--- config.mk ---
export PLATFORM = sky130hd
export DESIGN_NAME = control_botones_flat
export DESIGN_NICKNAME = d
export VERILOG_FILES = /design/src/rtl/control_botones_if.sv /design/src/rtl/control_botones.sv /design/src/flat_wrapper.sv
export SDC_FILE = /design/constraint.sdc
export NUM_CORES = 1
export LEC_CHECK = 0
export ABC_CLOCK_PERIOD_IN_PS = 2400
export CAP_MARGIN = 20
export CELL_PAD_IN_SITES_DETAIL_PLACEMENT = 1
export CELL_PAD_IN_SITES_GLOBAL_PLACEMENT = 2
export CORE_ASPECT_RATIO = 0.75
export CORE_MARGIN = 10
export CORE_UTILIZATION = 34
export DETAILED_ROUTE_END_ITERATION = 8
export PLACE_DENSITY_LB_ADDON = 0.1
export SLEW_MARGIN = 25
export SYNTH_ARGS = -nofsm -noshare
export SYNTH_HDL_FRONTEND = slang
export SYNTH_SLANG_ARGS = --single-unit
--- constraint.sdc ---
create_clock -name clk -period 2.4 [get_ports clk]
set_clock_uncertainty 0.15 [all_clocks]
set_input_delay 0.48 -clock clk [delete_from_list [all_inputs] [get_ports clk]]
set_output_delay 0.48 -clock clk [all_outputs]
set_load 0.02 [all_outputs]
--- src/rtl/control_botones_if.sv ---
// Event handshake between the button controller and its consumer.
interface control_botones_if #(
  parameter int CODE_W = 2
);
  logic              evt_valid;
  logic [CODE_W-1:0] evt_code;
  logic              evt_long;
  logic              evt_ack;

  modport master (output evt_valid, output evt_code, output evt_long, input evt_ack);
  modport slave  (input evt_valid, input evt_code, input evt_long, output evt_ack);
endinterface

--- src/rtl/control_botones.sv ---
// Button-event controller: samples debounced buttons on tick_ms, grants the
// lowest pressed index, classifies short/long presses and hands one event out
// over valid/ack, then locks out until every button is released.
//
// state    | meaning
// ---------+----------------------------------------------------------
// IDLE     | no press in progress, waiting for any button on a tick
// HELD     | granted button held, counting samples toward LONG_MS
// WAIT_ACK | event pending on evt_valid, waiting for evt_ack
// RELEASE  | event consumed, waiting for a tick with all buttons low
module control_botones #(
  parameter int N_BTN   = 4,
  parameter int CODE_W  = 2,
  parameter int LONG_MS = 3000,
  parameter int CNT_W   = 12
) (
  input  logic               clk,
  input  logic               reset,
  input  logic               tick_ms,
  input  logic [N_BTN-1:0]   btn,
  output logic               busy,
  control_botones_if.master  evt
);

  typedef enum logic [1:0] {
    IDLE     = 2'd0,
    HELD     = 2'd1,
    WAIT_ACK = 2'd2,
    RELEASE  = 2'd3
  } state_t;

  state_t            state, state_n;
  logic [CNT_W-1:0]  cnt, cnt_n;
  logic [CODE_W-1:0] grant, grant_n;
  logic              valid_q, valid_n;
  logic [CODE_W-1:0] code_q, code_n;
  logic              long_q, long_n;
  logic [CODE_W-1:0] low_idx;
  logic [CNT_W-1:0]  cnt_inc;

  // Lowest set button index; scanning downward lets the lowest index win.
  always_comb begin
    low_idx = '0;
    for (int i = N_BTN - 1; i >= 0; i--) begin
      if (btn[i]) low_idx = CODE_W'(i);
    end
  end

  assign cnt_inc = cnt + CNT_W'(1);

  // Next-state and next-output logic; every register defaults to holding.
  always_comb begin
    state_n = state;
    cnt_n   = cnt;
    grant_n = grant;
    valid_n = valid_q;
    code_n  = code_q;
    long_n  = long_q;
    case (state)
      IDLE: begin
        if (tick_ms && (btn != '0)) begin
          grant_n = low_idx;
          cnt_n   = CNT_W'(1);
          state_n = HELD;
        end
      end
      HELD: begin
        if (tick_ms) begin
          if (btn[grant]) begin
            cnt_n = cnt_inc;
            if (cnt_inc == CNT_W'(LONG_MS)) begin
              long_n  = 1'b1;
              code_n  = grant;
              valid_n = 1'b1;
              state_n = WAIT_ACK;
            end
          end else begin
            long_n  = 1'b0;
            code_n  = grant;
            valid_n = 1'b1;
            state_n = WAIT_ACK;
          end
        end
      end
      WAIT_ACK: begin
        if (evt.evt_ack) begin
          valid_n = 1'b0;
          state_n = RELEASE;
        end
      end
      RELEASE: begin
        if (tick_ms && (btn == '0)) state_n = IDLE;
      end
      default: state_n = IDLE;
    endcase
  end

  // State and registered outputs; busy is derived from the next state so it
  // lines up with the state register.
  always_ff @(posedge clk) begin
    if (reset) begin
      state   <= IDLE;
      cnt     <= '0;
      grant   <= '0;
      valid_q <= 1'b0;
      code_q  <= '0;
      long_q  <= 1'b0;
      busy    <= 1'b0;
    end else begin
      state   <= state_n;
      cnt     <= cnt_n;
      grant   <= grant_n;
      valid_q <= valid_n;
      code_q  <= code_n;
      long_q  <= long_n;
      busy    <= (state_n != IDLE);
    end
  end

  assign evt.evt_valid = valid_q;
  assign evt.evt_code  = code_q;
  assign evt.evt_long  = long_q;

endmodule

--- src/flat_wrapper.sv ---
// flat-port wrapper written by rule: the top's interface ports become plain ports
module control_botones_flat 
#(
  parameter int N_BTN   = 4,
  parameter int CODE_W  = 2,
  parameter int LONG_MS = 3000,
  parameter int CNT_W   = 12
)
  (clk, reset, tick_ms, btn, busy, evt_evt_valid, evt_evt_code, evt_evt_long, evt_evt_ack);
  control_botones_if #(.CODE_W(CODE_W)) evt_i ();
  input  logic clk;
  input  logic reset;
  input  logic tick_ms;
  input  logic [N_BTN-1:0] btn;
  output logic busy;
  output wire logic [$bits(evt_i.evt_valid)-1:0] evt_evt_valid;
  output wire logic [$bits(evt_i.evt_code)-1:0] evt_evt_code;
  output wire logic [$bits(evt_i.evt_long)-1:0] evt_evt_long;
  input wire logic [$bits(evt_i.evt_ack)-1:0] evt_evt_ack;
  assign evt_evt_valid = evt_i.evt_valid;
  assign evt_evt_code = evt_i.evt_code;
  assign evt_evt_long = evt_i.evt_long;
  assign evt_i.evt_ack = evt_evt_ack;
  control_botones #(.N_BTN(N_BTN), .CODE_W(CODE_W), .LONG_MS(LONG_MS), .CNT_W(CNT_W)) u_core (.clk(clk), .reset(reset), .tick_ms(tick_ms), .btn(btn), .busy(busy), .evt(evt_i));
endmodule
## Word level (Yosys, flattened, before mapping)

Cells that the tools add are included.

- Multiply operators: 0
- Bitwise gates (word level): 0
- Eq/ne operators: 10
- Magnitude comparators: 1
- Multiplexer cells: 25
- Shift operators: 0
- $add $sub $neg: 1
- Reductions and logical operators: 12
- Divide/modulo/power cells: 0

Operators by type and width:

| kind | count |
|---|---|
| $mux 12 | 3 |
| $mux 2 | 12 |
| $pmux 12 s2 | 1 |
| $add 12x1->12 const B | 1 |
| $eq 12x12->1 const B | 1 |
| $pmux 2 s4 | 1 |
| $reduce_and 4->1 | 2 |
| $mux 1 | 6 |
| $ne 2x2->1 const B | 3 |
| $reduce_bool 2->1 | 3 |
| $eq 2x2->1 const B | 2 |
| $logic_not 4->1 | 1 |
| $ne 2x1->1 const B | 2 |
| $reduce_bool 4->1 | 1 |
| $lt 2x3->1 const B | 1 |
| $ne 3x3->1 const B | 1 |
| $reduce_and 3->1 | 1 |
| $bmux 1 s2 | 1 |
| $eq 2x1->1 const B | 1 |
| $logic_and 1x1->1 | 2 |
| $logic_not 2->1 | 1 |
| $pmux 1 s2 | 1 |
| $reduce_and 2->1 | 1 |

- Logic and storage cells: 56
- Input bits: 8
- Latch bits: 0
- Memories: 0
- Bits in read-only memories: 0
- Flip-flop bits (word level): 21
- Output and inout port bits: 5
- Memory bits (writable): 0

## Longest topological paths before layout

Gate-level depths: netlist (run 1).

- Word-level depth: 7
- Depth in mapped cells: 9
- Gate-level depth less buffers: 7

## Worst setup path before layout (run 1)

Ideal clock, no wire load.

- Path type: reg2reg
- Start point: register u_core.state[1]
- End point: register u_core.cnt[11]
- Stages on the path, launching flop included: 9
- Slack: 0.448 ns
- Buffers on the path: 1
- Data arrival time: 1.732 ns
- Clock period less this slack: 1.952 ns
- Cell sequence: dfxtp_1 inv_1 ha_1 buf_2 nor2_1 a21oi_2 nand4_4 or4_1 a21oi_1

- Longest elaborated chain between the ends: 3

Ends and longest elaborated chain:

| item | RTL line | RTL |
|---|---|---|
| start, declared | control_botones.sv:32 | `state_t state, state_n;` |
| start signal, assigned | control_botones.sv:110 | `state <= state_n;` |
| $eq 2x1->1 or $logic_not 2->1 (tied branches) | control_botones.sv:59 | `case (state)` |
| $ne 2x1->1 (no source line), or another cell as far along | n/a |  |
| $reduce_and 4->1 (no source line) | n/a |  |
| end signal, assigned | control_botones.sv:111 | `cnt <= cnt_n;` |
| end, declared | control_botones.sv:33 | `logic [CNT_W-1:0] cnt, cnt_n;` |

Parallel ways exist; a longest one is shown, timed or not.
A chain may end at the register's enable or synchronous reset.

## Worst setup path in the final report (run 1)

- Start point: input btn[3]
- End point: register u_core.busy

- Longest elaborated chain between the ends: 6

Ends and longest elaborated chain:

| item | RTL line | RTL |
|---|---|---|
| start, declared | flat_wrapper.sv:14 | `input logic [N_BTN-1:0] btn;` |
| $bmux 1 s2 | control_botones.sv:69 | `if (btn[grant]) begin` |
| $mux 1 (not written as such) | control_botones.sv:69 |  |
| $mux 2 | control_botones.sv:69 |  |
| $mux 2 | control_botones.sv:68 | `if (tick_ms) begin` |
| $pmux 2 s4 * | control_botones.sv:59 |  |
| $reduce_bool 2->1 * | control_botones.sv:116 | `busy <= (state_n != IDLE);` |
| end signal, assigned | control_botones.sv:116 |  |
| end, declared | control_botones.sv:21 | `output logic busy,` |

Mark *: on every way between the ends. The rest lies on a longest branch, timed or not. The select of a mux whose other input is x is not followed.

==> results of run 1 <==
==> cell usage after synthesis, drive strengths merged (2+ instances only) <==
cell | count | area share, %
a21boi | 2 | 1.1
a21oi | 21 | 8.1
a31oi | 2 | 0.93
and2 | 2 | 0.93
and3 | 2 | 0.93
buf | 2 | 0.75
clkbuf | 3 | 0.84
dfxtp | 21 | 31
ha | 6 | 5.6
inv | 6 | 1.7
mux2i | 2 | 1.5
nand2 | 7 | 2.1
nand3 | 10 | 4.1
nand4 | 4 | 3.0
nor2 | 13 | 3.6
nor2b | 2 | 0.93
nor3 | 2 | 0.75
nor3b | 2 | 1.1
nor4 | 3 | 3.5
o211ai | 8 | 4.5
o21a | 2 | 1.1
o21ai | 13 | 4.9
or2 | 2 | 0.93
or3 | 5 | 2.3
or4 | 3 | 1.7
==> metal layers <==
layer | GRT usage [%] | vias up | wire, um
met3 | 3.62 | 4 | 126
met4 | 2.56 | 0 | 32
met2 | 19.5 | 16 | 1820
met5 | 0 | - | 0
li1 | - | 655 | -
met1 | 17.2 | 626 | 2160
==> what timing repair did <==
item                                   4_1_cts  5_1_grt
setup buffers                                0        0
hold buffers                                 0        0
setup endpoints to repair                    0        1
gates resized for setup                      0        2
endpoints found under the hold margin        0        0
==> layout by cell type, fill, tap and decap left out, drive strengths merged, types with 2 or more instances in the layout <==
| cell | instances |
|---|---|
| o211ai | 8 |
| dfxtp | 21 |
| ha | 6 |
| nor3 | 2 |
| nand2 | 7 |
| or2 | 2 |
| a21oi | 21 |
| o21ai | 13 |
| nand3 | 10 |
| nor4 | 3 |
| a31oi | 2 |
| mux2i | 2 |
| or3 | 5 |
| and3 | 2 |
| clkdlybuf4s50 | 12 |
| buf | 12 |
| nor3b | 2 |
| a21boi | 2 |
| clkbuf | 3 |
| and2 | 2 |
| clkinv | 2 |
| nand4 | 4 |
| inv | 6 |
| or4 | 3 |
| o21a | 2 |
| nor2 | 13 |
| nor2b | 2 |
==> cell type report <==
class	count	area (um2)
Timing Repair Buffer	24	235
Inverter	7	26.3
Sequential cell	21	420
Fill cell	456	2050
Clock buffer	3	41.3
Multi-Input combinational cell	128	886
Clock inverter	1	5.00
Tap cell	52	65.1
==> worst min-delay path by stage <==
| stage | cells after the start | slack [ns] | to |
|---|---|---|---|
| 3_5_place_dp | 1 | 0.34 | u_core.evt.evt_valid |
| 4_1_cts | 2 | 0.35 | u_core.cnt[1] |
| 6_report | 2 | 0.35 | u_core.cnt[1] |
| 5_1_grt | 2 | 0.38 | u_core.cnt[11] |
| 2_1_floorplan | 2 | 0.30 | u_core.grant[1] |
| 3_3_place_gp | 2 | 0.32 | u_core.cnt[1] |
==> critical path: stages <==
cell and delay, ns:
clkdlybuf4s50_1 0.48, nor4_4 0.43, a21boi_2 0.12, or3_1 0.33, a221oi_1 0.34, o211ai_1 0.13
==> metrics by stage <==
stage	power [mW]	hold slack, ns	util, %	instances	setup slack [ns]
6_report	0.904	0.345	45.0	236	0.0757
2_1_floorplan	0.548	0.301	-	161	0.448
3_5_place_dp	0.670	0.341	43.4	232	-0.252
4_1_cts	0.919	0.354	44.7	236	0.0423
5_1_grt	0.964	0.378	45.0	236	0.00361
3_3_place_gp	0.657	0.323	43.4	232	-0.121
==> sequential cells by signal, summed over array words and instances (netlist names) <==
signal	count
u_core.busy	1
u_core.cnt	12
u_core.evt.evt_code	2
u_core.evt.evt_long	1
u_core.evt.evt_valid	1
u_core.grant	2
u_core.state	2
==> power groups by stage <==
| stage | clock network [mW] | logic (mW) | registers, mW |
|---|---|---|---|
| floorplan | 0 | 0.152 | 0.395 |
| global placement | 0 | 0.270 | 0.388 |
| detailed placement | 0 | 0.282 | 0.388 |
| CTS | 0.257 | 0.283 | 0.380 |
| global route | 0.273 | 0.308 | 0.383 |
| finish | 0.245 | 0.279 | 0.380 |
==> cells by family (layout without fill, tap and decap cells) <==
| logic type | after synthesis | after routing | synth area share [%] |
|---|---|---|---|
| AO/OA/AOI/OAI | 55 | 55 | 25.2 |
| flip-flops | 21 | 21 | 31.3 |
| adder cells (fa/ha/maj) | 6 | 6 | 5.60 |
| multiplexers | 4 | 4 | 4.01 |
| buffers and inverters | 12 | 35 | 3.54 |
| AND/OR/NAND/NOR | 63 | 63 | 30.3 |
==> results.sh, run 1 <==
export IMPL_sw_frac_of_total_pct=33.1
export IMPL_insertion_delay_ns=0.27
export IMPL_floorplan_die_area_mm2=0.00688
export IMPL_seq_power_share_pct=42.0
export IMPL_grt_overflow_total=0
export IMPL_holdCritStartpoint="u_core.cnt[1]"
export IMPL_layout_drive_gt1_share_pct=14.7
export IMPL_detail_route_drc_violations=0
export IMPL_place_hpwl_um=3200
export IMPL_postPlaceCellArea_mm2=0.00162
export IMPL_design_area_mm2=0.00168
export IMPL_vias_in_the_first_global_route=1369
export IMPL_crit_path_start_kind="input pin"
export IMPL_cellPowerDensity_mw_per_mm2=538
export IMPL_floorplan_core_area_mm2=0.00373
export IMPL_timing_fmax_ghz=0.430
export IMPL_synth_async_sr_flop_share_pct=0
export IMPL_grt_first_pass_wirelength_um=7080
export IMPL_yosys_warnings=0
export IMPL_die_width_um=92.5
export IMPL_vias_per_cell=5.51
export IMPL_num_io_pins=13
export IMPL_p_int_uw=604
export IMPL_num_nets_final=199
export IMPL_timing_setup_critical_path_class="input pin to flip-flop"
export IMPL_critical_path_endpoint_type="flip-flop"
export IMPL_synth_ff_latch_count=21
export IMPL_place_port_buffers=12
export IMPL_routabilityCongestion=0.784
export IMPL_areaGrowthSynthToFinish_pct=25.2
export IMPL_max_cap_violations=0
export IMPL_setup_repair_after_global_routing_missed_its_margin="false"
export IMPL_floorplan_rows=19
export IMPL_antenna_violations_before_repair=0
export IMPL_power_frac_comb_pct=30.9
export IMPL_outcome="finished, final reports clean"
export IMPL_setup_viol=0
export IMPL_start_util_pct=35.9
export IMPL_syn_area_mm2=0.00134
export IMPL_synth_edff_count=0
export IMPL_detailed_routing_iterations_pass_1=4
export IMPL_tritoncts="yes"
export IMPL_grt_max_degree=18
export IMPL_power_ir_vdd_worst_mv=0.263
export IMPL_finalMaxSlewViolations=0
export IMPL_postSynth_topFlopCell="dfxtp_1"
export IMPL_endpoint="u_core.busy"
export IMPL_critical_path_max_fanout=4
export IMPL_switching_component_of_the_power_uw=299
export IMPL_regToRegEndpoint="u_core.busy"
export IMPL_reg2reg_setup_slack_ns=0.11
export IMPL_critical_path_required_ns=2.39
export IMPL_drt_initial_drc_count=89
export IMPL_routed_wl_um=4130
export IMPL_period_minus_slack_ns=2.32
export IMPL_wire_per_inst_um=17.5
export IMPL_number_of_inserted_diodes=0
export IMPL_slew_headroom_pct=75.6
export IMPL_syn_nets=175
export IMPL_cts_made_buffers=3
export IMPL_clock_sinks=21
export IMPL_timing_hold_worst_class="flip-flop to flip-flop"
export IMPL_yosys_cell_types_count=47
export IMPL_clk_path_buf_depth=2
export IMPL_setup_total_negative_slack_ns=0
export IMPL_static_leakage_power_nw=0.565
export IMPL_tightestPinTransition_ns=0.363
export IMPL_timing_reg2reg_worst_path_depth=7
export IMPL_die_height_um=74.4
export IMPL_ant_nets=0
export IMPL_synth_yosys_seq_area_share_pct=31.3
export IMPL_ctsHtreeMaxLevel=1
export IMPL_worstSetupStartpoint="btn[3]"
export IMPL_cts_clk_slew_worst_paths_ns=0.09
export IMPL_finalHoldViolCount=0
export IMPL_overall_global_routing_resource_usage_pct=12.6
export IMPL_netlist_instances=161
export IMPL_via_count=1301
export IMPL_clockPowerShare_pct=27.1
export IMPL_worst_endpoint_arrival_ns=2.31
export IMPL_post_synth_cell_area_avg_um2=8.33
export IMPL_cts_root_buffer_cell="clkbuf_8"
export IMPL_tcrit_tclk_final_pct=96.8
export IMPL_regToRegStartpoint="u_core.cnt[0]"
Note: power is estimated with default switching activity, not from simulation.
==> run 2, diff against run 1 <==
- CORE_MARGIN: 10 -> not set
- CORE_UTILIZATION: 34 -> 37
- DONT_BUFFER_PORTS: not set -> 1
==> run 2 against run 1 <==
Cell count fell by 14%. Critical path type is now flip-flop to flip-flop. Critical endpoint is now u_core.evt.evt_valid. Highest routed layer is now met3. Setup slack improved by 0.11 ns. Critical path depth did not move. Flip-flop and latch count did not move. Sequential share of layout area rose by 4.3 points. Register-to-register slack improved by 0.07 ns. Via count fell by 8.2%. Cell area fell by 15%. Maximum frequency rose by 4.8%. Core utilization fell by 2.5 points.
==> results.sh, run 2 (synthesized netlist as in run 1, its figures left out) <==
export IMPL_wire_per_inst_um=17.6
export IMPL_grt_first_pass_wirelength_um=6050
export IMPL_ctsResizeCount=0
export IMPL_place_port_buffers=0
export IMPL_detail_route_drc_violations=0
export IMPL_cts_made_buffers=3
export IMPL_seq_power_share_pct=46.7
export IMPL_num_nets_final=177
export IMPL_max_cap_violations=0
export IMPL_critical_path_max_fanout=7
export IMPL_setup_viol=0
export IMPL_floorplan_core_area_mm2=0.00338
export IMPL_routed_wl_um=3550
export IMPL_cts_root_buffer_cell="clkbuf_8"
export IMPL_die_height_um=54.1
export IMPL_grt_overflow_total=0
export IMPL_floorplan_die_area_mm2=0.00387
export IMPL_timing_setup_critical_path_class="flip-flop to flip-flop"
export IMPL_critical_path_endpoint_type="flip-flop"
export IMPL_period_minus_slack_ns=2.22
export IMPL_slew_headroom_pct=73.4
export IMPL_cts_hold_repair_buffers=0
export IMPL_setup_total_negative_slack_ns=0
export IMPL_cts_clk_slew_worst_paths_ns=0.08
export IMPL_place_hpwl_um=2640
export IMPL_overall_global_routing_resource_usage_pct=20.6
export IMPL_clk_path_buf_depth=2
export IMPL_setup_repair_after_global_routing_missed_its_margin="false"
export IMPL_finalHoldViolCount=0
export IMPL_layout_drive_gt1_share_pct=9.88
export IMPL_power_frac_comb_pct=23.4
export IMPL_drt_initial_drc_count=69
export IMPL_finalMaxSlewViolations=0
export IMPL_number_of_inserted_diodes=0
export IMPL_timing_hold_worst_class="input pin to flip-flop"
export IMPL_highest_count_cells_in_the_layout_ignoring_fill_and_taps="dfxtp_1 (21), a21oi_1 (20), nor2_1 (13)"
export IMPL_crit_path_start_kind="flip-flop"
export IMPL_power_ir_vdd_worst_mv=0.320
export IMPL_number_of_flip_flops_under_the_largest_register_name=12
export IMPL_vias_per_cell=5.91
export IMPL_detailed_routing_iterations_pass_1=4
export IMPL_tritoncts="yes"
export IMPL_areaGrowthSynthToFinish_pct=6.90
export IMPL_num_io_pins=13
export IMPL_clockPowerShare_pct=29.9
export IMPL_p_int_uw=559
export IMPL_routabilityCongestion=0.782
export IMPL_sw_frac_of_total_pct=33.0
export IMPL_start_util_pct=39.7
export IMPL_critical_path_required_ns=2.42
export IMPL_floorplan_rows=18
export IMPL_fin_total_pwr_uw=836
export IMPL_worst_endpoint_arrival_ns=2.24
export IMPL_tightestPinTransition_ns=0.396
export IMPL_cellPowerDensity_mw_per_mm2=583
export IMPL_grt_max_degree=23
export IMPL_ant_nets=0
export IMPL_clock_sinks=21
export IMPL_outcome="finished, final reports clean"
export IMPL_via_count=1194
export IMPL_antenna_violations_before_repair=0
export IMPL_switching_component_of_the_power_uw=276
export IMPL_ctsHtreeMaxLevel=1
export IMPL_die_width_um=71.5
export IMPL_static_leakage_power_nw=0.457
export IMPL_tcrit_tclk_final_pct=92.4
export IMPL_post_cts_setup_buffer_count=0
export IMPL_most_frequent_standard_cell_in_the_layout_excluding_fill_and_tap_cells="dfxtp_1"
export IMPL_timing_fmax_ghz=0.451
export IMPL_insertion_delay_ns=0.27
export IMPL_largest_register="u_core.cnt"
export IMPL_vias_in_the_first_global_route=1173
## run 2: cell types whose count changed in the layout (fill, tap and decap cells not counted), sizes merged
cell,change
buf,-10
clkinvlp,+1
clkinv,-1
clkdlybuf4s50,-12
## run 2: final cells by class
cell class | count | area, um2
Clock buffer | 3 | 41.3
Clock inverter | 1 | 7.51
Fill cell | 417 | 1940
Inverter | 7 | 26.3
Multi-Input combinational cell | 128 | 873
Sequential cell | 21 | 420
Tap cell | 40 | 50.0
Timing Repair Buffer | 2 | 15.0
## run 2: power by group through the flow
stage / Combinational, mW / Clock [mW] / Sequential (mW)
detailed placement: 0.193 / 0 / 0.398
finish: 0.196 / 0.250 / 0.390
global route: 0.218 / 0.273 / 0.393
floorplan: 0.152 / 0 / 0.395
global placement: 0.190 / 0 / 0.398
CTS: 0.195 / 0.260 / 0.390
## run 2: per-stage QoR
step	setup slack (ns)	hold slack [ns]	instance area (um2)	std cells	util, %
final	0.183	0.120	1430	202	42.4
after CTS	0.189	0.110	1430	202	42.4
after global placement	0.183	0.322	1390	198	41.0
after global routing	0.0422	0.106	1430	202	42.4
after floorplan	0.448	0.301	1340	161	-
after detailed placement	0.189	0.329	1390	198	41.0
## run 2: critical path, stage by stage (launching register included)
cell and delay [ns]:
dfxtp_1 0.39, ha_1 0.24, nand3_2 0.17, nor4_2 0.43
and4bb_4 0.36, o211ai_1 0.11, a32o_1 0.26
## run 2: final timing paths
path                          end  slack [ns]  cells past startpoint       startpoint
max          u_core.evt.evt_valid        0.18                      6    u_core.cnt[0]
max reg2reg  u_core.evt.evt_valid        0.18                      6    u_core.cnt[0]
min                u_core.cnt[11]        0.12                      1            reset
min reg2reg       u_core.grant[1]        0.34                      2  u_core.grant[1]
## run 2: per-layer routing
layer / up-vias / routed length (um) / part of all wire [%] / global-route usage, %
met5: - / 0 / 0 / 0
met1: 566 / 2030 / 57 / 32.3
met4: 0 / 0 / 0 / 3.27
met3: 0 / 131 / 3.7 / 4.68
li1: 611 / - / - / -
met2: 17 / 1390 / 39 / 28.4
